===== src/rtl/constraint_sample_sequencer.sv =====
// Rejection-sampling controller: walks a Galois LFSR, offers each candidate to an external
// combinational checker and streams the accepted candidates out on a valid/ready handshake.
module constraint_sample_sequencer #(
    parameter int               VEC_W     = 64,
    parameter int               CNT_W     = 16,
    parameter int               MAX_TRIES = 1024,
    parameter int               CHK_LAT   = 1,
    parameter logic [VEC_W-1:0] LFSR_TAPS = 64'hD800_0000_0000_0000
) (
    input  logic             clk,
    input  logic             rst_n,
    input  logic             start,
    input  logic             abort,
    input  logic [CNT_W-1:0] n_samples,
    input  logic             seed_load,
    input  logic [VEC_W-1:0] seed,
    output logic [VEC_W-1:0] cand_o,
    input  logic             chk_x_i,
    output logic             sample_valid,
    input  logic             sample_ready,
    output logic [VEC_W-1:0] sample_data,
    output logic             busy,
    output logic             done,
    output logic             fail,
    output logic [CNT_W-1:0] accept_count,
    output logic [CNT_W-1:0] try_count
);

    typedef enum logic [2:0] {
        S_IDLE,
        S_GEN,
        S_WAIT,
        S_EVAL,
        S_OUT,
        S_DONE
    } state_t;

    localparam logic [3:0]       LAT_INIT  = 4'(CHK_LAT);
    localparam logic [CNT_W-1:0] TRY_LIMIT = CNT_W'(MAX_TRIES);
    localparam logic [VEC_W-1:0] LFSR_ONE  = {{(VEC_W-1){1'b0}}, 1'b1};

    state_t           state;
    state_t           state_next;
    logic [VEC_W-1:0] lfsr;
    logic [VEC_W-1:0] lfsr_next;
    logic [3:0]       wait_cnt;
    logic [CNT_W-1:0] target;
    logic [CNT_W-1:0] try_inc;
    logic [CNT_W-1:0] acc_inc;

    logic ld_seed;
    logic ld_start;
    logic ld_gen;
    logic dec_wait;
    logic ld_pass;
    logic ld_rej;
    logic ld_hs;

    // One right-shift Galois step; a non-zero state never maps to zero.
    function automatic logic [VEC_W-1:0] galois_step(input logic [VEC_W-1:0] s);
        galois_step = s[0] ? ((s >> 1) ^ LFSR_TAPS) : (s >> 1);
    endfunction

    assign lfsr_next = galois_step(lfsr);
    assign try_inc   = try_count + CNT_W'(1);
    assign acc_inc   = accept_count + CNT_W'(1);

    assign busy         = (state != S_IDLE);
    assign done         = (state == S_DONE);
    assign sample_valid = (state == S_OUT);

    always_ff @(posedge clk or negedge rst_n) begin
        if (!rst_n) begin
            state <= S_IDLE;
        end else begin
            state <= state_next;
        end
    end

    always_comb begin
        state_next = state;
        ld_seed    = 1'b0;
        ld_start   = 1'b0;
        ld_gen     = 1'b0;
        dec_wait   = 1'b0;
        ld_pass    = 1'b0;
        ld_rej     = 1'b0;
        ld_hs      = 1'b0;
        if (abort) begin
            // Abort wins over everything else, including a pending handshake.
            state_next = S_IDLE;
        end else begin
            case (state)
                S_IDLE: begin
                    ld_seed = seed_load;
                    if (start) begin
                        ld_start   = 1'b1;
                        state_next = (n_samples == '0) ? S_DONE : S_GEN;
                    end
                end
                S_GEN: begin
                    ld_gen     = 1'b1;
                    state_next = S_WAIT;
                end
                S_WAIT: begin
                    dec_wait = 1'b1;
                    if (wait_cnt == 4'd1) begin
                        state_next = S_EVAL;
                    end
                end
                S_EVAL: begin
                    if (chk_x_i) begin
                        ld_pass    = 1'b1;
                        state_next = S_OUT;
                    end else begin
                        ld_rej     = 1'b1;
                        state_next = (try_inc == TRY_LIMIT) ? S_DONE : S_GEN;
                    end
                end
                S_OUT: begin
                    if (sample_ready) begin
                        ld_hs      = 1'b1;
                        state_next = (acc_inc == target) ? S_DONE : S_GEN;
                    end
                end
                S_DONE: begin
                    state_next = S_IDLE;
                end
                default: begin
                    state_next = S_IDLE;
                end
            endcase
        end
    end

    // LFSR persists across runs; only reset or an explicit seed reloads it.
    always_ff @(posedge clk or negedge rst_n) begin
        if (!rst_n) begin
            lfsr <= LFSR_ONE;
        end else if (ld_seed) begin
            lfsr <= (seed == '0) ? LFSR_ONE : seed;
        end else if (ld_gen) begin
            lfsr <= lfsr_next;
        end
    end

    always_ff @(posedge clk or negedge rst_n) begin
        if (!rst_n) begin
            cand_o   <= '0;
            wait_cnt <= '0;
        end else if (ld_gen) begin
            cand_o   <= lfsr_next;
            wait_cnt <= LAT_INIT;
        end else if (dec_wait) begin
            wait_cnt <= wait_cnt - 4'd1;
        end
    end

    always_ff @(posedge clk or negedge rst_n) begin
        if (!rst_n) begin
            sample_data <= '0;
        end else if (ld_pass) begin
            sample_data <= cand_o;
        end
    end

    always_ff @(posedge clk or negedge rst_n) begin
        if (!rst_n) begin
            target       <= '0;
            accept_count <= '0;
            try_count    <= '0;
            fail         <= 1'b0;
        end else begin
            if (ld_start) begin
                target       <= n_samples;
                accept_count <= '0;
                try_count    <= '0;
                fail         <= 1'b0;
            end
            if (ld_rej) begin
                try_count <= try_inc;
                if (try_inc == TRY_LIMIT) begin
                    fail <= 1'b1;
                end
            end
            if (ld_hs) begin
                accept_count <= acc_inc;
                try_count    <= '0;
            end
        end
    end

endmodule

===== config.mk =====
export PLATFORM = sky130hd
export DESIGN_NAME = constraint_sample_sequencer
export DESIGN_NICKNAME = d
export VERILOG_FILES = /design/src/rtl/constraint_sample_sequencer.sv
export SDC_FILE = /design/constraint.sdc
export NUM_CORES = 1
export LEC_CHECK = 0
export CAP_MARGIN = 10
export CORE_ASPECT_RATIO = 1.75
export CORE_MARGIN = 5
export CORE_UTILIZATION = 55
export DETAILED_ROUTE_END_ITERATION = 7
export GPL_TIMING_DRIVEN = 0
export PLACE_DENSITY = 0.85
export SKIP_CTS_REPAIR_TIMING = 1
export SLEW_MARGIN = 30
export SYNTH_ARGS = -nofsm -noshare
export SYNTH_HDL_FRONTEND = slang
export SYNTH_SLANG_ARGS = --single-unit

===== constraint.sdc =====
create_clock -name clk -period 3.6 [get_ports clk]
set_clock_uncertainty 0.2 [all_clocks]
set_input_delay 0.9 -clock clk [delete_from_list [all_inputs] [get_ports clk]]
set_output_delay 0.9 -clock clk [all_outputs]
set_load 0.02 [all_outputs]

==> metrics.txt, run 1 <==
root buf cell clkbuf_16; cell mode on critical path clkbuf_1; synthesized flop and latch total 248; Fill cells 1409; grt ovf 0; HP Class input pin to asynchronous set/reset pin; vias post-DR 9696; Req. time, crit path 3.79 ns; Power Density 785 nW/um2; fin util 74.4%; die height 198 um; Synth Area in Simple Gates 19.9%; mapped cell area 11100 um2; compound-cell area share of the yosys netlist 9.47%; share of post-route cells with drive strength above 1 10.7%; delay-heaviest family, CP buffers and inverters; post-synthesis mux area share 8.40%; Final #Nets 1481; crit path buf inv count 4; antenna violations before repair 2; Critical Path Sink Type register; Area Overhead vs Synth 33.2%; GR Util met3 4.95%; met2 usage 49.5%; Core ar. 19800 um2; drt drc 0; Finished Cell Area 14800 um2; Skew-Pair Late Insertion Delay 0.50 ns; Post-Syn Nets 1202; maximum vdd ir drop 0.624 mV; CP startpoint kind input pin; post-synthesis xor/xnor area fraction 2.45%; initial DRC count 906; min Tclk post-route 3.46 ns; routed len/inst 19.6 um; largest family of logic cells by synthesized area simple AND/OR/NAND/NOR gates; reg2reg start state[2]; critical path's largest stage delay 0.67 ns; Starting Density 55.9%; Setup CP Type input pin to register; Post-Layout Cell Count 1651; CTS tree done; worst slew pin tran 0.902 ns; Post-synth EDFFs 0; leakage power total 0.00665 uW; wire length of the first global-routing pass 50.9 mm; Synth Flop Type dfrtp_1; crit path cell chain clkdlybuf4s50_1, clkbuf_1, or3_1, clkbuf_1, clkbuf_1, mux2_2; synthesized area per cell 9.98 um2; RSZ-0062 raised after global routing no; clock sinks 248; r2r setup slk 0.52 ns; Post-Syn Instances 1110; CTS buffer count 23; final hold violation count 0; Setup Total Neg Slack 0 ns; dpl cells 1609; final worst-path cycle share 96.2%; post-route setup slack 0.136 ns; sequential element share of the synthesized area 56.0%; r2r worst-path depth 6; vias in the first global route 9798; Worst EP arrival 3.65 ns; max_slew headroom 39.8%; Slew Viols, Final 0; asr flop ratio synth 100%; hpwl dp 23.9 mm; max-cap viol count 0; WL final 32.3 mm; grt met1 use 32.4%; crit path max fanout 10; Synth cell types 62; H-tree Lvls 1; I/O Buffers 250; Clk pin slew, worst setup/hold paths 0.06 ns; total die area 23200 um2; drt pass-1 iters 8; GPL Wtd Cong 0.889; Max Root-Sink Buffers 3; reg2reg end sample_data[55]; via/cell ratio 5.87; pre-CTS WS -0.387 ns; status finished clean; setup violators final 0; slowest CP cell clkbuf_1; Ys Warns 0; gr busiest metal met2; Total GRT Usage 27.6%; die width 117 um; largest net degree at the start of global routing 78; placed cell areas 14000 um2; Synth Area in Adders 0.565%; Ports 251; FMAX 289 MHz; row count 68; Post-DRT Antenna Nets 0
## cell families (layout without fill, tap and decap cells)
kind of cell	count (synthesis)	after routing
compound gates	164	164
xor+xnor	31	31
fa+ha+maj	5	5
buf+inv	82	375
flops	248	248
mux	83	83
other cells	0	3
simple gates	497	497
## sequential cells by signal (all words and copies together), names as in the netlist
name,flops
cand_o,64
lfsr,64
sample_data,64
accept_count,16
target,16
try_count,16
wait_cnt,4
state,3
fail,1
## where the power goes
| part | switching (uW) | internal, uW | total (uW) |
|---|---|---|---|
| clock network | 1040 | 1430 | 2470 |
| registers | 798 | 3940 | 4740 |
| logic | 2260 | 2120 | 4370 |
## placed cells by master (no fill, tap or decap), types with 17 or more instances in the layout
cell type	Yosys	routed
clkbuf_16	0	23
clkbuf_1	54	59
nor4_1	25	24
o31ai_1	17	17
clkdlybuf4s50_1	0	249
mux2_2	80	80
dfrtp_1	247	247
nand3_1	17	17
nand2_1	285	285
nor2_1	97	97
a31oi_1	69	69
xnor2_1	20	20
o21ai_0	39	39
## per-stage QoR
step | power, uW | hold WS, ns
2_1_floorplan | 6960 | 0.257
3_3_place_gp | 8970 | 0.272
3_5_place_dp | 9140 | 0.278
4_1_cts | 11700 | 0.100
5_1_grt | 12200 | 0.112
6_report | 11600 | 0.0976
## synth_stat cells, drive strengths merged, types with 4 or more instances
cell	count	area share, %
dfrtp	247	56
nor4	26	1.6
xor2	11	0.87
or3b	4	0.32
nand4	13	0.73
nor3	12	0.54
a22o	5	0.40
a21oi	9	0.41
and3	6	0.36
o31ai	17	1.2
xnor2	20	1.6
and4	5	0.41
buf	11	0.45
nor2	97	3.3
ha	5	0.56
mux2	80	8.1
clkbuf	61	2.4
nand2	286	9.8
or3	6	0.34
nand3	18	0.93
nand3b	4	0.27
inv	10	0.34
and2	5	0.29
o21ai	41	1.9
o41ai	5	0.40
a31oi	69	3.9
## cell type report
cell class / instances / area, um2 / share of cell area [%]
Antenna cell: 3 / 7.51 / 0.0509
Sequential cell: 248 / 6210 / 42.1
Buffer: 72 / 319 / 2.16
Timing Repair Buffer: 254 / 2590 / 17.6
Inverter: 10 / 37.5 / 0.254
Clock inverter: 8 / 121 / 0.822
Clock buffer: 31 / 626 / 4.24
Multi-Input combinational cell: 780 / 4540 / 30.7
Tap cell: 245 / 307 / 2.08
## routing by layer
metal	part of all wire [%]	vias up	wire length [um]
met3	6.8	90	2190
li1	-	4411	-
met2	53	409	17200
met1	36	4786	11600
met5	0	-	0
met4	4.3	0	1390
## worst max path at each step
stage | cells past startpoint | endpoint | from | slack [ns]
5_1_grt | 6 | sample_data[62] | abort | 0.02
3_3_place_gp | 1 | cand_o[26] | rst_n | -8.92
6_report | 6 | sample_data[55] | abort | 0.14
2_1_floorplan | 6 | target[10] | abort | 0.88
3_5_place_dp | 6 | sample_data[60] | abort | -0.39
4_1_cts | 6 | sample_data[60] | abort | 0.15
Note: power is estimated with default switching activity, not from simulation.
==> run 2, diff against run 1 <==
- MAX_ROUTING_LAYER: unset -> met4
==> run 2 against run 1 <==
  * Total power grew 2.8%
  * Die area is the same
  * Setup slack gained 0.012 ns
  * Sequential share of layout area shrank 0.23 points
  * Non-clock buffer count shrank 2
  * Utilization grew 0.42 points
  * Final area grew 0.56%
  * Global-route usage grew 1.1 points
  * Final cell count grew 0.18%
  * Largest power group unchanged
==> metrics.txt, run 2 (synthesized netlist as in run 1, its figures left out) <==
status finished clean; Setup Total Neg Slack 0 ns; dpl cells 1608; GR Util met3 4.83%; root buf cell clkbuf_16; row count 68; Max Root-Sink Buffers 3; Critical Path Sink Type register; clock sinks 248; min Tclk post-route 3.45 ns; commonest non-fill, non-tap cell in the layout nand2_1; vias post-DR 9662; crit path max fanout 10; total die area 23200 um2; Setup CP Type input pin to register; final hold violation count 0; HP Class input pin to asynchronous set/reset pin; delay-heaviest family, CP buffers and inverters; CTS buffer count 24; Largest regs cand_o (64), lfsr (64), sample_data (64); Slew Viols, Final 0; placed cell areas 14000 um2; H-tree Lvls 1; FMAX 290 MHz; GPL Wtd Cong 0.906; initial DRC count 773; crit path buf inv count 5; critical path's largest stage delay 0.51 ns; gr busiest metal met2; CTS tree done; die width 117 um; Req. time, crit path 3.77 ns; drt drc 0; wire length of the first global-routing pass 51.3 mm; maximum vdd ir drop 0.635 mV; vias in the first global route 9993; via/cell ratio 5.84; largest net degree at the start of global routing 87; Core ar. 19800 um2; grt ovf 0; max-cap viol count 0; routed len/inst 19.8 um; Post-DRT Antenna Nets 0; post-route setup slack 0.148 ns; Final #Nets 1480; Area Overhead vs Synth 33.9%; slowest CP cell clkdlybuf4s50_1; Skew-Pair Late Insertion Delay 0.53 ns; final worst-path cycle share 95.9%; max_slew headroom 38.8%; CP startpoint kind input pin; setup violators final 0; drt pass-1 iters 5; RSZ-0062 raised after global routing no; met2 usage 49.0%; worst slew pin tran 0.910 ns; Clk pin slew, worst setup/hold paths 0.06 ns; Power Density 803 nW/um2; most frequent cells in the layout nand2_1 (285), clkdlybuf4s50_1 (249), dfrtp_1 (247), nor2_1 (97), mux2_2 (80); crit path cell chain clkdlybuf4s50_1, clkbuf_1, nor2_1, nand3b_1, clkbuf_1, clkbuf_1, buf_1, nand3_1; Post-Layout Cell Count 1654; Worst EP arrival 3.62 ns; WL final 32.7 mm; grt met1 use 32.3%; die height 198 um; r2r setup slk 0.59 ns; I/O Buffers 250; Fill cells 1395; cell mode on critical path clkbuf_1; Starting Density 55.9%; hpwl dp 23.9 mm; Finished Cell Area 14800 um2; pre-CTS WS -0.459 ns; Total GRT Usage 28.7%; share of post-route cells with drive strength above 1 10.8%; antenna violations before repair 3; leakage power total 0.00668 uW; Ports 251; total power 11900 uW
-- run 2: through the flow --
| step | util (%) | hold slack (ns) |
|---|---|---|
| after floorplan | - | 0.257 |
| after global placement | 70.1 | 0.272 |
| after detailed placement | 70.4 | 0.277 |
| after CTS | 74.8 | 0.199 |
| after global routing | 74.9 | 0.234 |
| final | 74.9 | 0.184 |
-- run 2: area by class of cell --
type,instances,area (um2),area share (%)
sequential,248,6210,41.8
antenna,3,7.51,0.0506
clock buffer,32,661,4.45
timing repair buffer,253,2570,17.3
buffer,71,313,2.11
inverter,10,37.5,0.253
multi-input combinational,780,4530,30.5
tap,245,307,2.07
clock inverter,12,209,1.41
-- run 2: worst paths after layout --
kind,start,end,depth (start not counted)
worst max register to register,accept_count[0],state[2],7
worst min-delay path,rst_n,accept_count[0],1
worst max-delay path,abort,wait_cnt[0],8
max in group asynchronous,rst_n,lfsr[0],2
min in group clk,lfsr[50],cand_o[49],2
worst min register to register,lfsr[50],cand_o[49],2
-- run 2: metal layers --
metal	vias to the layer above	wire (um)
met3	96	2000
li1	4422	-
met4	0	1570
met1	4742	11700
met2	402	17400
met5	-	0
-- run 2: where the power goes --
group | internal [uW] | leakage [uW] | switching (uW) | total [uW]
logic | 2110 | 0.00314 | 2280 | 4400
registers | 3940 | 0.00313 | 802 | 4740
clock network | 1660 | 0.000417 | 1110 | 2770
==> run 3, diff against run 2 <==
- CORE_MARGIN: 5 -> 1
==> run 3 against run 2 <==
  * Die area is 11% lower
  * Setup slack improved by 0.035 ns
  * Largest cell class unchanged
  * Global-route usage rose by 3.6 points
  * Highest routed layer unchanged
  * Maximum frequency grew 1.0%
  * Total power is 1.8% lower
  * Utilization grew 0.13 points
  * Sequential share of layout area grew 0.11 points
==> metrics.txt, run 3 (synthesized netlist as in run 1, its figures left out) <==
I/O Buffers 250; CTS buffer count 24; antenna violations before repair 0; drt drc 0; row count 68; max_slew headroom 39.1%; slowest CP cell clkbuf_1; Max Root-Sink Buffers 3; setup violators final 0; wire length of the first global-routing pass 50.3 mm; Slew Viols, Final 0; CP endpoint sample_data[59]; grt ovf 0; most frequent cells in the layout nand2_1 (285), clkdlybuf4s50_1 (249), dfrtp_1 (247), nor2_1 (97), mux2_2 (80); max-cap viol count 0; H-tree Lvls 1; initial DRC count 782; worst slew pin tran 0.913 ns; Finished Cell Area 14800 um2; Req. time, crit path 3.81 ns; min Tclk post-route 3.42 ns; clock sinks 248; die width 109 um; Ports 251; vias post-DR 9645; reg2reg end sample_data[59]; final worst-path cycle share 94.9%; routed len/inst 19.3 um; Critical path origin abort; Post-DRT Antenna Nets 0; largest net degree at the start of global routing 82; reg2reg start state[2]; Core ar. 19700 um2; HP Class input pin to asynchronous set/reset pin; commonest non-fill, non-tap cell in the layout nand2_1; Power Density 790 nW/um2; RSZ-0062 raised after global routing no; r2r setup slk 0.55 ns; Fill cells 1379; Post-Layout Cell Count 1651; Critical Path Sink Type register; Clk pin slew, worst setup/hold paths 0.06 ns; GPL Wtd Cong 0.936; Skew-Pair Late Insertion Delay 0.52 ns; pre-CTS WS -0.367 ns; Worst EP arrival 3.62 ns; CP startpoint kind input pin; Total GRT Usage 32.3%; share of post-route cells with drive strength above 1 10.9%; r2r worst-path depth 6; CTS tree done; dpl cells 1609; drt pass-1 iters 5; die height 190 um; crit path max fanout 10; via/cell ratio 5.84; final hold violation count 0; cell mode on critical path clkbuf_1; vias in the first global route 9832; root buf cell clkbuf_16; Starting Density 56.1%; hpwl dp 23.3 mm; post-route setup slack 0.183 ns; total die area 20700 um2; critical path's largest stage delay 0.68 ns; maximum vdd ir drop 0.623 mV; WL final 31.9 mm; Area Overhead vs Synth 33.6%; crit path cell chain clkdlybuf4s50_1, clkbuf_1, or3_1, clkbuf_1, clkbuf_1, mux2_2; Largest regs cand_o (64), lfsr (64), sample_data (64); Final #Nets 1481; placed cell areas 14000 um2; status finished clean; leakage power total 0.00668 uW; FMAX 293 MHz; Setup CP Type input pin to register
run 3: cell count changes in the layout (fill, tap and decap cells not counted), sizes merged:
cell | before | now
bufinv | 5 | 1
clkbuf | 92 | 99
clkinv | 5 | 2
clkinvlp | 2 | 1
diode | 3 | 1
run 3: critical path: cells and delay by family:
| kind | cells | cell delay, ns |
|---|---|---|
| buffers and inverters | 4 | 2.13 |
| and+or+nand+nor | 1 | 0.17 |
| muxes | 1 | 0.41 |
run 3: worst min path at each step:
stage	end	cells after the start
after floorplan	cand_o[0]	2
after global placement	cand_o[22]	2
after detailed placement	cand_o[58]	2
after CTS	target[7]	1
after global routing	target[7]	1
final	target[7]	1
run 3: final cells by class:
cell class | count | area (um2) | area share (%)
sequential | 248 | 6210 | 41.9
multi-input combinational | 780 | 4540 | 30.7
timing repair buffer | 254 | 2590 | 17.5
clock buffer | 38 | 754 | 5.10
buffer | 71 | 314 | 2.12
tap | 245 | 307 | 2.07
clock inverter | 4 | 47.5 | 0.321
inverter | 10 | 37.5 | 0.254
antenna | 1 | 2.50 | 0.0169
run 3: stage by stage:
step	hold slack [ns]	utilization [%]	total power [uW]	TNS, ns
2_1_floorplan	0.257	-	6960	0
3_3_place_gp	0.270	70.4	8940	-2259.19
3_5_place_dp	0.280	70.9	9120	-28.58
4_1_cts	0.0712	74.9	11700	0
5_1_grt	0.0906	75.0	12300	0
6_report	0.0651	75.0	11700	0
run 3: where the power goes:
| part | total, uW | switching [uW] | leakage, uW | internal (uW) |
|---|---|---|---|---|
| registers | 4730 | 789 | 0.00313 | 3940 |
| clock network | 2570 | 1070 | 0.000394 | 1500 |
| logic | 4390 | 2270 | 0.00316 | 2120 |
| total | 11700 | 4130 | 0.00668 | 7560 |
run 3: routing by layer:
| metal | track usage [%] | up-vias | part of all wire [%] |
|---|---|---|---|
| met2 | 56.2 | 392 | 53 |
| met1 | 36.2 | 4737 | 36 |
| met4 | 15.2 | 0 | 4.9 |
| met3 | 4.25 | 102 | 5.7 |
| li1 | - | 4414 | - |
| met5 | - | - | 0 |
